$ cat config.mk
export PLATFORM = sky130hd
export DESIGN_NAME = varredor_mux4_flat
export DESIGN_NICKNAME = d
export VERILOG_FILES = /design/src/rtl/varredor_mux4_pkg.sv /design/src/rtl/varredor_mux4_if.sv /design/src/rtl/varredor_mux4_contador_espera.sv /design/src/rtl/varredor_mux4.sv /design/src/flat_wrapper.sv
export SDC_FILE = /design/constraint.sdc
export NUM_CORES = 1
export LEC_CHECK = 0
export CAP_MARGIN = 20
export CORE_MARGIN = 1
export CORE_UTILIZATION = 25
export DETAILED_ROUTE_END_ITERATION = 6
export GPL_ROUTABILITY_DRIVEN = 0
export GPL_TIMING_DRIVEN = 0
export MAX_ROUTING_LAYER = met4
export PLACE_DENSITY = 0.53
export SLEW_MARGIN = 5
export SYNTH_ARGS = -nofsm -noshare
export SYNTH_HDL_FRONTEND = slang
export SYNTH_SLANG_ARGS = --single-unit
$ cat constraint.sdc
create_clock -name clock -period 2.02 [get_ports clock]
set_clock_uncertainty 0.15 [all_clocks]
set_input_delay 0.202 -clock clock [delete_from_list [all_inputs] [get_ports clock]]
set_output_delay 0.202 -clock clock [all_outputs]
set_load 0.01 [all_outputs]
$ cat src/rtl/varredor_mux4_pkg.sv
// Shared definitions for the varredor_mux4 scan controller:
// state encoding and default widths / settle time.
package varredor_mux4_pkg;

  localparam int unsigned DEFAULT_SIZE = 64;
  localparam int unsigned DEFAULT_HOLD = 4;
  localparam int unsigned DEFAULT_CW   = 8;
  localparam int unsigned SEL_W        = 2;

  typedef enum logic [1:0] {
    IDLE      = 2'b00,
    SELECIONA = 2'b01,
    OFERECE   = 2'b10,
    FIM       = 2'b11
  } estado_t;

endpackage

$ cat src/rtl/varredor_mux4_if.sv
// Bus between the scan controller and its environment.
//   iniciar     : start request
//   num_slots   : index of the last slot to scan
//   mux_data_i  : mux data output for the current sel
//   aceito_i    : downstream accept
//   sel         : mux select
//   dado_o      : captured word
//   dado_valido : dado_o holds an unaccepted word
//   ocupado     : controller busy
//   pronto      : one-cycle scan-done pulse
// master = controller side, slave = environment side.
interface varredor_mux4_if
  import varredor_mux4_pkg::*;
#(
  parameter int unsigned SIZE = DEFAULT_SIZE
);

  logic             iniciar;
  logic [SEL_W-1:0] num_slots;
  logic [SIZE-1:0]  mux_data_i;
  logic             aceito_i;
  logic [SEL_W-1:0] sel;
  logic [SIZE-1:0]  dado_o;
  logic             dado_valido;
  logic             ocupado;
  logic             pronto;

  modport master (
    input  iniciar, num_slots, mux_data_i, aceito_i,
    output sel, dado_o, dado_valido, ocupado, pronto
  );

  modport slave (
    output iniciar, num_slots, mux_data_i, aceito_i,
    input  sel, dado_o, dado_valido, ocupado, pronto
  );

endinterface

$ cat src/rtl/varredor_mux4_contador_espera.sv
// Settle counter: counts up while enabled, clears on request,
// flags terminal count at HOLD-1.
//   clock, reset_n : clock and synchronous active-low reset
//   i_clr          : synchronous clear (priority over i_en)
//   i_en           : count enable
//   o_tc_c         : combinational terminal-count flag
module contador_espera #(
  parameter int unsigned CW   = 8,
  parameter int unsigned HOLD = 4
) (
  input  logic clock,
  input  logic reset_n,
  input  logic i_clr,
  input  logic i_en,
  output logic o_tc_c
);

  logic [CW-1:0] r_cnt;

  // Counter register
  always_ff @(posedge clock) begin
    if (!reset_n) begin
      r_cnt <= '0;
    end else if (i_clr) begin
      r_cnt <= '0;
    end else if (i_en) begin
      r_cnt <= r_cnt + CW'(1);
    end
  end

  assign o_tc_c = (r_cnt == CW'(HOLD - 1));

endmodule

$ cat src/rtl/varredor_mux4.sv
// Scan controller around a 4:1 datapath mux: on iniciar it steps sel
// through slots 0..last, waits HOLD cycles per slot, captures the mux
// output and offers it downstream on a valid/accept handshake, then
// pulses pronto.
//   clock, reset_n : clock and synchronous active-low reset
//   bus (master)   : iniciar/num_slots/mux_data_i/aceito_i in,
//                    sel/dado_o/dado_valido/ocupado/pronto out
module varredor_mux4
  import varredor_mux4_pkg::*;
#(
  parameter int unsigned SIZE = DEFAULT_SIZE,
  parameter int unsigned HOLD = DEFAULT_HOLD,
  parameter int unsigned CW   = DEFAULT_CW
) (
  input  logic           clock,
  input  logic           reset_n,
  varredor_mux4_if.master bus
);

  estado_t          r_estado, w_estado_nxt;
  logic [SEL_W-1:0] r_sel, w_sel_nxt;
  logic [SEL_W-1:0] r_idx, w_idx_nxt;
  logic [SEL_W-1:0] r_last, w_last_nxt;
  logic [SIZE-1:0]  r_dado, w_dado_nxt;
  logic             r_valido, w_valido_nxt;
  logic             r_pronto, w_pronto_nxt;

  logic             w_tc;
  logic             w_cnt_clr;
  logic             w_cnt_en;

  // Counter only runs in SELECIONA and is zero on every entry into it
  assign w_cnt_clr = (r_estado != SELECIONA);
  assign w_cnt_en  = (r_estado == SELECIONA) && !w_tc;

  contador_espera #(
    .CW   (CW),
    .HOLD (HOLD)
  ) u_contador (
    .clock   (clock),
    .reset_n (reset_n),
    .i_clr   (w_cnt_clr),
    .i_en    (w_cnt_en),
    .o_tc_c  (w_tc)
  );

  // State and output registers
  always_ff @(posedge clock) begin
    if (!reset_n) begin
      r_estado <= IDLE;
      r_sel    <= '0;
      r_idx    <= '0;
      r_last   <= '0;
      r_dado   <= '0;
      r_valido <= 1'b0;
      r_pronto <= 1'b0;
    end else begin
      r_estado <= w_estado_nxt;
      r_sel    <= w_sel_nxt;
      r_idx    <= w_idx_nxt;
      r_last   <= w_last_nxt;
      r_dado   <= w_dado_nxt;
      r_valido <= w_valido_nxt;
      r_pronto <= w_pronto_nxt;
    end
  end

  // Next-state and next-output logic
  always_comb begin
    w_estado_nxt = r_estado;
    w_sel_nxt    = r_sel;
    w_idx_nxt    = r_idx;
    w_last_nxt   = r_last;
    w_dado_nxt   = r_dado;
    w_valido_nxt = r_valido;
    w_pronto_nxt = 1'b0;

    unique case (r_estado)
      IDLE: begin
        if (bus.iniciar) begin
          w_last_nxt   = bus.num_slots;
          w_idx_nxt    = '0;
          w_sel_nxt    = '0;
          w_estado_nxt = SELECIONA;
        end
      end

      SELECIONA: begin
        if (w_tc) begin
          w_dado_nxt   = bus.mux_data_i;
          w_valido_nxt = 1'b1;
          w_estado_nxt = OFERECE;
        end
      end

      OFERECE: begin
        if (bus.aceito_i) begin
          w_valido_nxt = 1'b0;
          if (r_idx != r_last) begin
            w_idx_nxt    = r_idx + SEL_W'(1);
            w_sel_nxt    = r_idx + SEL_W'(1);
            w_estado_nxt = SELECIONA;
          end else begin
            w_pronto_nxt = 1'b1;
            w_estado_nxt = FIM;
          end
        end
      end

      FIM: begin
        w_estado_nxt = IDLE;
      end

      default: begin
        w_estado_nxt = IDLE;
      end
    endcase
  end

  assign bus.sel         = r_sel;
  assign bus.dado_o      = r_dado;
  assign bus.dado_valido = r_valido;
  assign bus.pronto      = r_pronto;
  assign bus.ocupado     = (r_estado != IDLE);

endmodule

$ cat src/flat_wrapper.sv
// flat-port wrapper written by rule: the top's interface ports become plain ports
module varredor_mux4_flat import varredor_mux4_pkg::*;
#(
  parameter int unsigned SIZE = DEFAULT_SIZE,
  parameter int unsigned HOLD = DEFAULT_HOLD,
  parameter int unsigned CW   = DEFAULT_CW
)
  (clock, reset_n, bus_iniciar, bus_num_slots, bus_mux_data_i, bus_aceito_i, bus_sel, bus_dado_o, bus_dado_valido, bus_ocupado, bus_pronto);
  varredor_mux4_if #(.SIZE(SIZE)) bus_i ();
  input  logic clock;
  input  logic reset_n;
  input wire logic [$bits(bus_i.iniciar)-1:0] bus_iniciar;
  input wire logic [$bits(bus_i.num_slots)-1:0] bus_num_slots;
  input wire logic [$bits(bus_i.mux_data_i)-1:0] bus_mux_data_i;
  input wire logic [$bits(bus_i.aceito_i)-1:0] bus_aceito_i;
  output wire logic [$bits(bus_i.sel)-1:0] bus_sel;
  output wire logic [$bits(bus_i.dado_o)-1:0] bus_dado_o;
  output wire logic [$bits(bus_i.dado_valido)-1:0] bus_dado_valido;
  output wire logic [$bits(bus_i.ocupado)-1:0] bus_ocupado;
  output wire logic [$bits(bus_i.pronto)-1:0] bus_pronto;
  assign bus_i.iniciar = bus_iniciar;
  assign bus_i.num_slots = bus_num_slots;
  assign bus_i.mux_data_i = bus_mux_data_i;
  assign bus_i.aceito_i = bus_aceito_i;
  assign bus_sel = bus_i.sel;
  assign bus_dado_o = bus_i.dado_o;
  assign bus_dado_valido = bus_i.dado_valido;
  assign bus_ocupado = bus_i.ocupado;
  assign bus_pronto = bus_i.pronto;
  varredor_mux4 #(.SIZE(SIZE), .HOLD(HOLD), .CW(CW)) u_core (.clock(clock), .reset_n(reset_n), .bus(bus_i));
endmodule
==> results.yml <==
layout:
  final_layout_size_suffix_gt1_frac: 0.2606
  fin_cells: 694
  antenna_cells: 0
  nNetsFinal: 584
  syn2layout_area_growth_pct: 56.26
clocking:
  cts_tree: "yes"
  cts.sinks: 80
  cts_htree_levels: 3
  clock_latency_ns: 0.34
  cts-buffers-inserted: 9
  clockRootBuffer: "clkbuf_16"
  clk_pin_slew_ns: 0.06
  cts_hold_buf: 0
  clock_path_buffers: 2
drt:
  drc: 0
  ant_nets: 0
  drtPass1Iterations: 4
  drtIter0Drc: 115
  avgRoutedWirePerCell_um: 12.82
  wl_um: 8900
  via_count: 2881
  viasPerCell: 4.151
grt:
  grt.total_usage: 0.1304
  grt_pass1_vias: 2857
  gr-total-overflow: 0
  grt_max_degree: 14
  antenna_found_initial: 0
  grt_first_pass_wirelength_um: 14240
yosys:
  synth_largest_area_cell: "dfxtp_1"
  synth-main-ff-cell: "dfxtp_1"
  ys_seq_area_frac: 0.4578
  synth_cell_types: 30
  synthCells: 365
  avgSynthCellArea_um2: 9.585
  ys_warn_count: 0
  synth_seq_cells: 80
  synth_commonest_cells: "92 x nand2_1, 80 x dfxtp_1, 50 x a21boi_2, 50 x nand2_2, 15 x a21boi_1"
  yosysMostFrequentCell: "nand2_1"
  async_reset_ff_frac: 0
  synth_top_area_frac: 0.4578
  synth.area.top_cells: "dfxtp_1 46%, a21boi_2 16%, nand2_1 9.9%, nand2_2 8.9%, buf_12 3.4%"
  synth-edff-count: 0
  synth_area_mm2: 0.003498
  synth_fp_nets: 436
setup_path:
  criticalPathCategory: "reg -> out"
  path_max_fanout: 9
  end_kind: "output port"
  cp.arrival_ns: 1.58
  start_kind: "register"
  worstPathRequired_ns: 1.67
placed_design:
  hpwl_um: 6520
  io_buffer_count: 137
  dp_cells: 678
floorplanning:
  die_x_um: 120.3
  die_area_mm2: 0.01447
  die_y_um: 120.3
  initial_core_util: 0.2600
  core_area_mm2: 0.01345
  ios: 139
  rows: 42
pwr:
  leakage_nw: 1.784
  ir_drop_mv: 0.5846
  power.density_mw_per_mm2: 710.2
run_status:
  status: "completed"
worst_hold_path:
  holdCritPathClass: "in -> reg"
timing:
  hold_slack_ns: 0.1271
  fin_crit_sh: 0.9572
  slew_headroom: 0.6357
  max_slew.worst_pin.slew_ns: 0.5423
  fin_tns_setup_ns: 0
  slew_viol_final: 0
  setup_viol: 0
  report.final.hold_viol_count: 0
  rsz0062_at_grt: "false"
  min_period_ns: 1.934
  max_freq_mhz: 517.2
run:
  maxCapViolations: 0
## kinds of logic (layout without fill, tap and decap cells)
logic type / after synthesis / in the layout / share of synthesized area
buf+inv: 24 / 177 / 0.05651
compound gates: 77 / 77 / 0.2160
xor+xnor: 7 / 7 / 0.01753
simple gates: 174 / 174 / 0.2428
flops: 80 / 80 / 0.4578
fa+ha+maj: 1 / 1 / 0.003576
mux: 2 / 2 / 0.005723
## per-layer routing
| layer | vias to the layer above | wire length (um) | track usage |
|---|---|---|---|
| met5 | - | 0 | - |
| met4 | 0 | 76 | 0.03704 |
| met3 | 6 | 581 | 0.04764 |
| met2 | 85 | 4093 | 0.2026 |
| met1 | 1310 | 4149 | 0.1582 |
| li1 | 1480 | - | - |
## layout by cell type, fill, tap and decap left out, types with 2 or more instances in the layout
cell type	Yosys	layout
nand2_1	92	92
xor2_1	2	2
clkdlybuf4s50_1	0	137
a21boi_1	15	15
o21ai_0	2	2
clkbuf_16	0	9
a21oi_1	5	5
xnor2_1	5	5
mux2i_1	2	2
buf_2	8	7
clkinv_2	0	2
dfxtp_1	80	80
nand2b_1	4	4
a21boi_2	50	50
buf_12	6	6
nand3_1	7	6
or3_1	2	2
nor2b_1	4	4
clkbuf_1	9	9
bufinv_16	0	4
nor2_1	9	9
nand2_2	50	50
a21boi_0	2	2
## path summary, 6_finish.rpt
path	startpoint	to	slack [ns]	cells past startpoint
max reg2reg	u_core.u_contador.r_cnt[0]$_SDFFE_PP0P_	u_core.bus.dado_o[25]$_SDFFE_PN0P_	0.12	7
max	u_core.r_estado[1]$_SDFFE_PN0P_	bus_ocupado	0.09	4
min reg2reg	u_core.bus.dado_o[31]$_SDFFE_PN0P_	u_core.bus.dado_o[31]$_SDFFE_PN0P_	0.30	2
min	reset_n	u_core.bus.pronto$_SDFF_PN0_	0.13	3
## flip-flops by register name, indices dropped and copies added, names as in the netlist
signal	cells
u_core.bus.pronto	1
u_core.r_last	2
u_core.bus.sel	2
u_core.u_contador.r_cnt	8
u_core.bus.dado_o	64
u_core.bus.dado_valido	1
u_core.r_estado	2
## repair_timing
item                                    in CTS  in global routing
gates resized for setup                      0                  3
endpoints found under the setup margin       0                 50
setup buffers                                0                  0
## critical path, stage by stage (launching register included)
cell	delay (ns)
dfxtp_1	0.29
buf_2	0.16
nor2_1	0.22
inv_1	0.09
clkdlybuf4s50_1	0.49
## stage by stage
| stage | cell area (um2) | setup slack (ns) | power [mW] | util |
|---|---|---|---|---|
| finish | 5466 | 0.08650 | 3.882 | 0.4063 |
| global placement | 5090 | 0.1342 | 1.909 | 0.3783 |
| floorplan | 3498 | 0.3713 | 1.728 | - |
| global route | 5466 | 0.003681 | 4.026 | 0.4063 |
| CTS | 5459 | 0.06261 | 3.949 | 0.4058 |
| detailed placement | 5090 | 0.09016 | 1.909 | 0.3783 |
## area by class of cell
type,count,area (um2)
Fill cell,1371,7986
Multi-Input combinational cell,261,1704
Sequential cell,80,1602
Timing Repair Buffer,137,1371
Clock buffer,10,239.0
Tap cell,176,220.2
Buffer,23,196.4
Clock inverter,6,130.1
Inverter,1,3.754
## where the power goes
part	leakage, nW	switching (mW)	total, mW	internal [mW]
Sequential	0.645	0.0101	1.60	1.59
Combinational	0.956	0.0945	0.274	0.180
Clock	0.182	0.647	2.01	1.36
(Power assumes the default switching activity.)
